[config.mk]
export PLATFORM = sky130hd
export DESIGN_NAME = complex_integrate_dump
export DESIGN_NICKNAME = d
export VERILOG_FILES = /design/src/rtl/rx_dsp_pkg.sv /design/src/rtl/valid_delay_line.sv /design/src/rtl/complex_integrate_dump.sv
export SDC_FILE = /design/constraint.sdc
export NUM_CORES = 1
export LEC_CHECK = 0
export CAP_MARGIN = 30
export CORE_UTILIZATION = 57
export CTS_BUF_LIST = sky130_fd_sc_hd__clkbuf_16
export DETAILED_ROUTE_END_ITERATION = 8
export PLACE_DENSITY_LB_ADDON = 0.08
export SYNTH_ARGS = -nofsm -noshare
export SYNTH_HDL_FRONTEND = slang
export SYNTH_SLANG_ARGS = --single-unit
[constraint.sdc]
create_clock -name clk -period 3.3 [get_ports clk]
set_input_delay 0.495 -clock clk [delete_from_list [all_inputs] [get_ports clk]]
set_output_delay 0.495 -clock clk [all_outputs]
set_load 0.05 [all_outputs]
[src/rtl/rx_dsp_pkg.sv]
// Shared receive-DSP types and helpers: integrate/dump state enum, Q0.15 limits, saturation.
// Latency: n/a (package, combinational helper only).
// Backpressure: n/a.
//
// Contents:
//   cid_state_t : IDLE / ACC state of the integrate-and-dump stage
//   Q15_MAX/MIN : Q0.15 saturation limits
//   saturate()  : clamp a wide signed value into a signed dw-bit range
package rx_dsp_pkg;

  typedef enum logic {
    IDLE = 1'b0,
    ACC  = 1'b1
  } cid_state_t;

  localparam int Q15_W = 16;
  localparam logic signed [Q15_W-1:0] Q15_MAX = 16'sh7fff;
  localparam logic signed [Q15_W-1:0] Q15_MIN = 16'sh8000;

  // Working width for the saturate helper; wide enough for DATAWIDTH + log2(4096) + rounding bit.
  localparam int SAT_IN_W = 32;

  // Clamp x into [-2^(dw-1), 2^(dw-1)-1]. The result stays SAT_IN_W wide;
  // callers truncate to dw bits, which is lossless after clamping.
  function automatic logic signed [SAT_IN_W-1:0] saturate(
    input logic signed [SAT_IN_W-1:0] x,
    input int                         dw
  );
    logic signed [SAT_IN_W-1:0] hi;
    logic signed [SAT_IN_W-1:0] lo;
    if (dw == Q15_W) begin
      hi = SAT_IN_W'(Q15_MAX);
      lo = SAT_IN_W'(Q15_MIN);
    end else begin
      hi = (32'sd1 <<< (dw - 1)) - 32'sd1;
      lo = -hi - 32'sd1;
    end
    if (x > hi)      return hi;
    else if (x < lo) return lo;
    else             return x;
  endfunction

endpackage

[src/rtl/valid_delay_line.sv]
// Shift register that re-times a 1-bit strobe by DEPTH clocks.
// Latency: DEPTH cycles from din to dout.
// Backpressure: none; every bit is shifted each cycle.
//
// Ports:
//   clk   : rising-edge clock
//   rst_n : synchronous active-low clear of every stage
//   din   : strobe in
//   dout  : strobe delayed by DEPTH clocks
module valid_delay_line #(
  parameter int DEPTH = 4
) (
  input  logic clk,
  input  logic rst_n,
  input  logic din,
  output logic dout
);

  logic [DEPTH-1:0] sr;

  generate
    if (DEPTH == 1) begin : g_single
      always_ff @(posedge clk) begin
        if (!rst_n) sr <= '0;
        else        sr <= din;
      end
    end else begin : g_multi
      always_ff @(posedge clk) begin
        if (!rst_n) sr <= '0;
        else        sr <= {sr[DEPTH-2:0], din};
      end
    end
  endgenerate

  assign dout = sr[DEPTH-1];

endmodule

[src/rtl/complex_integrate_dump.sv]
// Complex integrate-and-dump: averages ACC_LEN valid Q0.15 products into one saturated result.
// Latency: valid_o one cycle after the edge capturing the ACC_LEN-th product (strobe + MULT_LATENCY + 1).
// Backpressure: none; the consumer must take every single-cycle valid_o pulse.
//
// Build option: define CID_ROUND_EN for round-half-up averaging; default is truncation (toward -inf).
//
// Ports:
//   clk, rst_n          : clock, synchronous active-low reset
//   in_valid_i          : strobe aligned to the multiplier inputs (delayed internally by MULT_LATENCY)
//   re_i, im_i          : multiplier products, qualified by the delayed strobe
//   start_i, stop_i     : open/restart a window, abandon and go idle (stop wins)
//   re_o, im_o, valid_o : window average and its one-cycle pulse
//   busy_o              : high while accumulating
module complex_integrate_dump
  import rx_dsp_pkg::*;
#(
  parameter int DATAWIDTH    = 16,
  parameter int FRAC_BITS    = 15,
  parameter int ACC_LEN      = 64,
  parameter int MULT_LATENCY = 4
) (
  input  logic                        clk,
  input  logic                        rst_n,
  input  logic                        in_valid_i,
  input  logic signed [DATAWIDTH-1:0] re_i,
  input  logic signed [DATAWIDTH-1:0] im_i,
  input  logic                        start_i,
  input  logic                        stop_i,
  output logic signed [DATAWIDTH-1:0] re_o,
  output logic signed [DATAWIDTH-1:0] im_o,
  output logic                        valid_o,
  output logic                        busy_o
);

  localparam int LOG2_LEN = $clog2(ACC_LEN);
  localparam int ACC_W    = DATAWIDTH + LOG2_LEN;
  localparam int CNT_W    = LOG2_LEN + 1;

  // Averaging keeps the sample format, so the fixed-point layout must be Q0.(DATAWIDTH-1).
  generate
    if (FRAC_BITS != DATAWIDTH - 1) begin : g_bad_format
      $error("complex_integrate_dump: FRAC_BITS must equal DATAWIDTH-1");
    end
    if ((1 << LOG2_LEN) != ACC_LEN) begin : g_bad_len
      $error("complex_integrate_dump: ACC_LEN must be a power of two");
    end
  endgenerate

  logic prod_valid;

  valid_delay_line #(
    .DEPTH (MULT_LATENCY)
  ) u_valid_delay (
    .clk   (clk),
    .rst_n (rst_n),
    .din   (in_valid_i),
    .dout  (prod_valid)
  );

  cid_state_t                 state;
  logic signed [ACC_W-1:0]    acc_re;
  logic signed [ACC_W-1:0]    acc_im;
  logic        [CNT_W-1:0]    cnt;

  // Running sums including the current product; also the dump operand.
  logic signed [SAT_IN_W-1:0] sum_re;
  logic signed [SAT_IN_W-1:0] sum_im;
  logic signed [SAT_IN_W-1:0] avg_re;
  logic signed [SAT_IN_W-1:0] avg_im;
  logic signed [DATAWIDTH-1:0] sat_re;
  logic signed [DATAWIDTH-1:0] sat_im;

  always_comb begin
    sum_re = SAT_IN_W'(acc_re) + SAT_IN_W'(re_i);
    sum_im = SAT_IN_W'(acc_im) + SAT_IN_W'(im_i);
`ifdef CID_ROUND_EN
    // Half an LSB of the output added before the floor shift gives round-half-up.
    avg_re = (sum_re + (32'sd1 <<< (LOG2_LEN - 1))) >>> LOG2_LEN;
    avg_im = (sum_im + (32'sd1 <<< (LOG2_LEN - 1))) >>> LOG2_LEN;
`else
    avg_re = sum_re >>> LOG2_LEN;
    avg_im = sum_im >>> LOG2_LEN;
`endif
    sat_re = DATAWIDTH'(saturate(avg_re, DATAWIDTH));
    sat_im = DATAWIDTH'(saturate(avg_im, DATAWIDTH));
  end

  always_ff @(posedge clk) begin
    if (!rst_n) begin
      state   <= IDLE;
      busy_o  <= 1'b0;
      valid_o <= 1'b0;
      re_o    <= '0;
      im_o    <= '0;
      acc_re  <= '0;
      acc_im  <= '0;
      cnt     <= '0;
    end else begin
      valid_o <= 1'b0;
      case (state)
        IDLE: begin
          acc_re <= '0;
          acc_im <= '0;
          cnt    <= '0;
          if (start_i && !stop_i) begin
            state  <= ACC;
            busy_o <= 1'b1;
            // A product arriving on the start edge opens the new window.
            if (prod_valid) begin
              acc_re <= ACC_W'(re_i);
              acc_im <= ACC_W'(im_i);
              cnt    <= CNT_W'(1);
            end
          end
        end
        ACC: begin
          if (stop_i) begin
            state  <= IDLE;
            busy_o <= 1'b0;
            acc_re <= '0;
            acc_im <= '0;
            cnt    <= '0;
          end else if (start_i) begin
            if (prod_valid) begin
              acc_re <= ACC_W'(re_i);
              acc_im <= ACC_W'(im_i);
              cnt    <= CNT_W'(1);
            end else begin
              acc_re <= '0;
              acc_im <= '0;
              cnt    <= '0;
            end
          end else if (prod_valid) begin
            if (cnt == CNT_W'(ACC_LEN - 1)) begin
              // Last product of the window: dump and immediately reopen.
              re_o    <= sat_re;
              im_o    <= sat_im;
              valid_o <= 1'b1;
              acc_re  <= '0;
              acc_im  <= '0;
              cnt     <= '0;
            end else begin
              acc_re <= ACC_W'(sum_re);
              acc_im <= ACC_W'(sum_im);
              cnt    <= cnt + CNT_W'(1);
            end
          end
        end
        default: begin
          state  <= IDLE;
          busy_o <= 1'b0;
        end
      endcase
    end
  end

endmodule

# Yosys cells after proc, flatten, opt, wreduce, memory -nomap -nowiden
# Cells that the tools add are included.
[totals]
out_inout_bits = 34
wordCells = 62
in_bits = 37
register_bits = 90
[op_classes]
reduce_logical = 5
magnitude_cmp = 4
add_sub_neg = 3
n_eq_ne = 4
bitwise = 5
muxes = 32
[op_table]
columns = ["op", "n"]
rows = [
  ["two-way mux 22 bit", 12],
  ["one-hot mux 22 bit (2 select lines)", 2],
  ["two-way mux 16 bit", 4],
  ["adder 22 x 16 -> 23 bit", 2],
  ["> comparator 17 x 16 -> 1 bit (second input constant)", 2],
  ["< comparator 17 x 16 -> 1 bit (second input constant)", 2],
  ["two-way mux 7 bit", 4],
  ["one-hot mux 7 bit (2 select lines)", 1],
  ["adder 7 x 1 -> 7 bit (second input constant)", 1],
  ["== test 7 x 6 -> 1 bit (second input constant)", 1],
  ["two-way mux 1 bit", 7],
  ["inverter 1 bit", 5],
  ["AND reduction 5 bit", 1],
  ["OR reduction 5 bit", 1],
  ["inequality test 2 bit (second input constant)", 2],
  ["inequality test 4 x 3 -> 1 bit (second input constant)", 1],
  ["one-hot mux 1 bit (2 select lines)", 2],
  ["AND reduction 2 bit", 1],
  ["logical AND 1 bit", 1],
  ["logical NOT 1 bit", 1],
]

# Longest topological paths before layout
# Gate-level depths: netlist of run 1.
[depth]
depth_word = 6
depth_mapped = 13
mapped_depth_nobuf = 12

# Cells and area by module
# Synthesis of run 1 repeated with hierarchy kept, for this count alone.
[unflattened]
hier_cells = 727
hier_area_um2 = 5754.3
[modules_own_cells]
columns = ["module", "instances", "cells_per_inst", "area_each_um2"]
rows = [
  ["complex_integrate_dump", 1, 719, 5649.2],
  ["valid_delay_line", 1, 8, 105.1],
]

# Least setup slack after synthesis of run 1
# OpenSTA, ideal clock, no wires.
[synth_path]
path_kind = "input to register"
start = "input re_i[0]"
end = "register re_o[10]"
arrival_time_ps = 2858
stages = 12
required_ps = 3240
setup_ps = 60
n_path_buf = 0
path_slack_ps = 382
cell_sequence = "ha_1 -> inv_1 -> fa_1 -> nand2b_1 -> a21o_1 -> a211oi_2 -> or2_1 -> a21oi_2 -> or4b_4 -> o311ai_4 -> maj3_2 -> a22o_1"
[synth_between]
elab_chain_cells = 4
elab_cells_between_ends = 5
classes_between = "1 x add/sub; 2 x order compare; 2 x mux"
[synth_rtl]
columns = ["element", "line", "rtl"]
rows = [
  ["start: declaration", "complex_integrate_dump.sv:25", "input logic signed [DATAWIDTH-1:0] re_i,"],
  ["adder 22 x 16 -> 23 bit *", "complex_integrate_dump.sv:74", "sum_re = SAT_IN_W'(acc_re) + SAT_IN_W'(re_i);"],
  ["< comparator 17 x 16 -> 1 bit", "rx_dsp_pkg.sv:39", "else if (x < lo) return lo;"],
  ["two-way mux 16 bit", "rx_dsp_pkg.sv:39", ""],
  ["two-way mux 16 bit *", "rx_dsp_pkg.sv:38", "if (x > hi) return hi;"],
  ["end signal: assignment", "complex_integrate_dump.sv:136", "re_o <= sat_re;"],
  ["end: declaration", "complex_integrate_dump.sv:29", "output logic signed [DATAWIDTH-1:0] re_o,"],
]
# Every way passes the cells marked *; elsewhere a longest branch is shown, timed or not.
# A chain may end at the register's enable or synchronous reset.

# Worst setup path after layout of run 1
[layout_path]
start = "input re_i[5]"
end = "register re_o[10]"
# Same word-level chain as after synthesis.

==> key figures, run 1 <==
Clock network
  – Worst-skew pair later-pin latency: between 0.3 and 0.4 ns
  – Clk root buf: clkbuf_16
  – Longest Clk Path Bufs: 2
  – TritonCTS clock tree: built
  – Clock sink total: 90
  – Clk slew on worst S/H paths: 0.07 ns
  – Cts bufs inserted: 9
  – Post-CTS Hold Buffers: 0
  – H-Tree Depth: 3

Drt
  – DR pass1 iterations: 5
  – Final ANT Viol Nets: 0
  – Number of DRC markers in iteration 0: 383
  – WL per Instance: 17.12 um
  – Via density: slightly above 6
  – DR vias: ~5.9k
  – Residual DRC count: 0
  – Drt total wl: approximately 16000 um

Place
  – Detail Placement HPWL: 11440 um
  – Placed Area: approximately 7000 sq um
  – GP Congestion: approximately 0.91
  – I/O Buffers: 70

Floorplanning
  – Initial Utilization: 0.5934
  – Core area: 9864 sq um
  – Chip height: 103.3 um
  – Die width: 103.3 um
  – Site Rows: 36
  – IO Count: 71
  – Total die area: between 10000 and 15000 sq um

Global routing
  – Remaining global-route overflow: 0
  – Global-route wire length before repair: around 26000 um
  – Vias in the first global route: about 5.5k
  – Largest net degree at the start of global routing: 37
  – Initial antenna violation count: 0
  – Total track usage: 0.3200

Worst setup path
  – Critical path type: in2reg
  – CP max FO: 4
  – Crit start category: input port
  – Worst reg2reg setup slack: 0.39 ns
  – Worst-path cell chain: clkdlybuf4s50_1 > ha_1 > a21oi_1 > nor3b_2 > a211oi_2 > o2111a_2 > o21ai_1 > a31oi_4 > buf_4 > maj3_2 > a22o_1
  – Worst reg2reg endpoint: re_o[10]
  – CP Data Required Time: 3.55 ns
  – Critical path capture point type: flop
  – Critical Path Slowest Stage Cell: clkdlybuf4s50_1
  – R2R cell count: 12
  – Largest stage delay on the critical path: roughly 0.44 ns
  – R2R Path Start: acc_re[0]
  – Data arrival, critical path: 3.41 ns

Synth
  – Post-Syn Nets: between 800 and 900
  – Syn avg cell area: ~8 sq um
  – Post-Syn Area: 5853 sq um
  – Synth area leaders: dfxtp_1, ha_1, nor2_1
  – Async S/R FF share, synth: 0
  – Cells after Synth: 732
  – Sequential fraction of the synthesis area: 0.3078
  – Yosys reg bits: 90
  – Most frequent cell after synthesis: dfxtp_1
  – Synth unique cells: slightly below 70
  – Top cell type's share of synthesized area: 0.3078
  – Post-synth top cells: dfxtp_1, nor2_1, nand2_1
  – Post-synth top area cell: dfxtp_1
  – Post-synth top flop: dfxtp_1
  – Synth warn: 0
  – Number of synthesized flops with an enable pin: 0

Final layout
  – Share of cells above drive strength 1: 0.1181
  – Final net count: 909
  – Antenna cells: 0
  – Area Overhead vs Synth: 25.67%
  – Final Cell Area: 7356 sq um

STA
  – Unrepaired setup endpoints after global routing: no
  – Final Hold Slack: between 0.4 and 0.5 ns
  – Skew final: about 0.0086 ns
  – Pins Over Slew Limit: 0
  – Setup violators final: 0
  – Fin crit period: roughly 3.2 ns
  – Max Clk Rate: 0.3165 GHz
  – Max_slew headroom: 0.4638
  – Sum Neg Setup Slack: 0 ns
  – Final-report hold violation count: 0
  – Slew @ Worst Pin: 0.8027 ns
  – Final period utilization: 0.9576

Hold path
  – Hold path endpoint: u_valid_delay.sr[1]
  – Hold path depth: 1
  – Hold Path Class: reg2reg
  – Min-delay src: u_valid_delay.sr[0]

Run
  – Max-cap violations: 0

Outcome
  – Status: finished, final reports clean

Power
  – Worst VDD drop: 0.3828 mV
  – P_leak: 0.003104 uW
  – Power Dens Cells: 368.4 nW/um^2
## report_power, final
part / switching, uW / internal [uW]
Combinational: 223 / 172
Sequential: 7.48 / 1100
Clock: 471 / 740
Total: 701 / 2010
## flip-flops by register name, indices dropped and copies added (netlist names)
register and flops:
im_o 16, state 1, valid_o 1, re_o 16, acc_re 22, u_valid_delay.sr 4, cnt 7, acc_im 22
busy_o 1
## logic make-up (layout without fill, tap and decap cells)
logic type,count (synthesis),after routing,share of synthesized area
adders and majority gates,49,49,0.1067
and+or+nand+nor,245,245,0.1943
xor gates and xnor gates,34,34,0.05216
AOI/OAI and AO/OA,260,260,0.3031
buffers and inverters,54,152,0.03591
DFF,90,90,0.3078
## per-stage QoR
stage / instances / util / total power [uW] / setup slack (ns)
6_report: 963 / 0.7457 / 2710 / 0.1400
5_1_grt: 963 / 0.7457 / 2791 / 0.008652
4_1_cts: 960 / 0.7399 / 2711 / 0.08273
3_5_place_dp: 944 / 0.7051 / 1511 / -0.2690
3_3_place_gp: 943 / 0.7043 / 1498 / -0.1738
2_1_floorplan: 732 / - / 1366 / 0.3820
## worst max path at each step
stage               cells past startpoint  slack, ns    endpoint     from
detailed placement                     13      -0.27    re_o[10]  re_i[0]
finish                                 11       0.14    re_o[10]  re_i[5]
global route                           14      0.009  acc_im[20]  im_i[0]
floorplan                              12       0.38    re_o[10]  re_i[0]
global placement                       13      -0.17    re_o[10]  re_i[0]
CTS                                    13       0.08    re_o[10]  re_i[0]
## repair_timing
action,CTS,global route
buffers inserted,0,3
gates resized for setup,0,10
setup endpoints to repair,0,26
## layer usage
metal / GRT usage / part of all wire / vias to the layer above
met4: 0.1029 / 0.018 / 0
met1: 0.4069 / 0.45 / 2821
met5: 0 / 0 / -
li1: - / - / 2905
met2: 0.5405 / 0.48 / 194
met3: 0.07056 / 0.058 / 29
## critical path: cells and delay by family
kind | cells | cell delay (ns)
AND/OR/NAND/NOR | 1 | 0.33
buffers and inverters | 2 | 0.60
adder cells (fa/ha/maj) | 2 | 0.63
AO/OA/AOI/OAI | 6 | 1.36
## layout make-up
cell class                      instances  area (sq um)
Sequential cell                        90          1802
Timing Repair Buffer                  118          1089
Clock buffer                            9         225.2
Fill cell                             755          2509
Inverter                               18         67.56
Tap cell                              133         166.4
Multi-Input combinational cell        588          3889
Clock inverter                          7         117.6
## layout by cell type (no fill, tap or decap), types with 5 or more instances in the layout
| master | count |
|---|---|
| dfxtp_1 | 90 |
| nor2_1 | 86 |
| clkdlybuf4s50_1 | 69 |
| nand2_1 | 62 |
| a21oi_1 | 59 |
| o21ai_0 | 55 |
| buf_4 | 46 |
| ha_1 | 44 |
| nor3_1 | 30 |
| xnor2_1 | 25 |
| a221oi_1 | 20 |
| inv_1 | 18 |
| a31oi_1 | 17 |
| a22oi_1 | 16 |
| o21ai_1 | 14 |
| a211oi_1 | 13 |
| nand2b_1 | 11 |
| a21o_1 | 11 |
| nand3_1 | 10 |
| clkbuf_16 | 9 |
| xor2_1 | 8 |
| nand4_1 | 7 |
| and3_1 | 7 |
| a222oi_1 | 7 |
| nor2b_1 | 6 |
| and2_1 | 6 |
| o21a_1 | 5 |
No activity file was read; power rests on OpenSTA's default activity.
==> run 2, diff against run 1 <==
--- a/config.mk
+++ b/config.mk
@@ -9,7 +9,7 @@
 export CORE_UTILIZATION = 57
 export CTS_BUF_LIST = sky130_fd_sc_hd__clkbuf_16
 export DETAILED_ROUTE_END_ITERATION = 8
-export PLACE_DENSITY_LB_ADDON = 0.08
+export PLACE_DENSITY = 0.81
 export SYNTH_ARGS = -nofsm -noshare
 export SYNTH_HDL_FRONTEND = slang
 export SYNTH_SLANG_ARGS = --single-unit
==> run 2 against run 1 <==
Net effect:
- sequential power is essentially flat
- count of clock-buffer cells in the layout is the same
- fmax shrank 0.89%
- worst hold slack lost 0.0067 ns
- cell area shrank 1.5%
- largest cell class unchanged
==> key figures, run 2 (same netlist as run 1, synthesis figures left out) <==
Clock network
  – Clk root buf: clkbuf_16
  – H-Tree Depth: 3
  – Cts bufs inserted: 9
  – Clk slew on worst S/H paths: approximately 0.060 ns
  – Post-CTS Hold Buffers: 0
  – Longest Clk Path Bufs: 2
  – Worst-skew pair later-pin latency: 0.34 ns
  – Clock sink total: 90
  – TritonCTS clock tree: built

Global routing
  – Global-route wire length before repair: 25740 um
  – Initial antenna violation count: 0
  – Largest net degree at the start of global routing: 33
  – Vias in the first global route: between 5k and 6k
  – Remaining global-route overflow: 0
  – Total track usage: 0.3084

Final layout
  – Antenna cells: 0
  – Commonest non-fill, non-tap cell in the layout: dfxtp_1
  – Layout Cells excl Fill: 960
  – Fin util: 0.7343
  – Area Overhead vs Synth: 23.75%
  – Largest regs: acc_im: 22 flops, acc_re: 22 flops
  – Final net count: just over 900
  – Share of cells above drive strength 1: 0.1088
  – Most frequent cells in the layout: dfxtp_1, nor2_1, clkdlybuf4s50_1

Floorplanning
  – Chip height: 103.3 um
  – Site Rows: 36
  – Initial Utilization: 0.5934
  – Die width: between 100 and 150 um
  – Core area: about 9900 sq um
  – IO Count: 71
  – Total die area: 10680 sq um

Run
  – Max-cap violations: 0

STA
  – Final period utilization: 0.9662
  – Max_slew headroom: 0.5063
  – Slew @ Worst Pin: 0.7390 ns
  – Skew final: between 0.004 and 0.005 ns
  – Pins Over Slew Limit: 0
  – Final-report hold violation count: 0
  – Max Clk Rate: 0.3136 GHz
  – Setup violators final: 0
  – Fin crit period: 3.188 ns

Worst setup path
  – Data arrival, critical path: around 3.5 ns
  – Worst reg2reg endpoint: im_o[9]
  – R2R cell count: 13
  – Worst reg2reg setup slack: 0.42 ns
  – Critical path type: in2reg
  – Origin of the worst setup path: re_i[0]
  – Crit start category: input port
  – CP max FO: 3
  – Critical path capture point type: flop
  – CP Data Required Time: 3.59 ns
  – Largest stage delay on the critical path: 0.54 ns
  – R2R Path Start: acc_im[0]
  – Critical Path Slowest Stage Cell: or4b_4
  – Worst-path cell chain: clkdlybuf4s50_1 > ha_1 > inv_1 > fa_2 > nand2b_4 > a21o_1 > a211oi_4 > or2_1 > a21oi_2 > or4b_4 > o311ai_4 > maj3_2 > a22o_1

Place
  – Detail Placement HPWL: about 11000 um
  – GP Congestion: 0.9414
  – I/O Buffers: 70
  – DP Cell Count: roughly 940

Hold path
  – Hold path depth: 1
  – Min-delay src: u_valid_delay.sr[0]
  – Hold Path Class: reg2reg
  – Hold path endpoint: u_valid_delay.sr[1]

Drt
  – DR pass1 iterations: 5
  – Via density: 6.291
  – Residual DRC count: 0
  – Final ANT Viol Nets: 0
  – Number of DRC markers in iteration 0: between 300 and 400
  – DR vias: 6039
  – WL per Instance: 16.64 um
  – Drt total wl: roughly 16000 um

Power
  – Total Power: ~2400 uW
  – P_leak: a little over 0.003 uW
  – Worst VDD drop: ~0.24 mV
  – Power Dens Cells: 335.5 nW/um^2

Outcome
  – Status: finished, final reports clean
-- run 2: area by class of cell --
cell class | count | area [sq um]
Timing Repair Buffer | 115 | 1051
Sequential cell | 90 | 1802
Clock inverter | 7 | 37.54
Clock buffer | 9 | 225.2
Fill cell | 761 | 2621
Multi-Input combinational cell | 588 | 3894
Inverter | 18 | 67.56
Tap cell | 133 | 166.4
-- run 2: critical path, delay by kind of cell --
kind                     cells  cell delay (ns)
AO/OA/AOI/OAI                5             0.80
adder cells (fa/ha/maj)      3             0.77
buffers and inverters        2             0.54
AND/OR/NAND/NOR              3             0.87
-- run 2: metal layers --
metal | track usage | vias up | wire, um
li1 | - | 2900 | -
met1 | 0.3758 | 2870 | 6862
met2 | 0.5267 | 213 | 7747
met3 | 0.05645 | 56 | 879
met4 | 0.1484 | 0 | 484
met5 | 0 | - | 0
-- run 2: power breakdown --
group,switching (uW),internal (uW)
clock network,426,501
logic,226,172
registers,7.79,1100
-- run 2: per-stage QoR --
stage / setup TNS, ns / setup slack [ns] / instance area, sq um / hold slack, ns
6_report: 0 / 0.1116 / 7243 / 0.4345
5_1_grt: -0.02063 / -0.01962 / 7243 / 0.4566
4_1_cts: 0 / 0.01113 / 7198 / 0.4402
3_5_place_dp: -5.974 / -0.2875 / 6935 / 0.4253
3_3_place_gp: -2.460 / -0.2089 / 6928 / 0.4157
2_1_floorplan: 0 / 0.3820 / 5853 / 0.4119
-- run 2: how the worst max path moves through the flow --
stage                      end  slack, ns  depth (start not counted)
detailed placement    re_o[10]      -0.29                         13
finish                re_o[10]       0.11                         13
global placement      re_o[10]      -0.21                         13
global route        acc_im[18]      -0.02                         14
floorplan             re_o[10]       0.38                         12
CTS                   re_o[10]       0.01                         13
-- run 2: what timing repair did --
item,4_1_cts,5_1_grt
buffers inserted,0,1
resized for setup,0,8
setup endpoints to repair,0,27
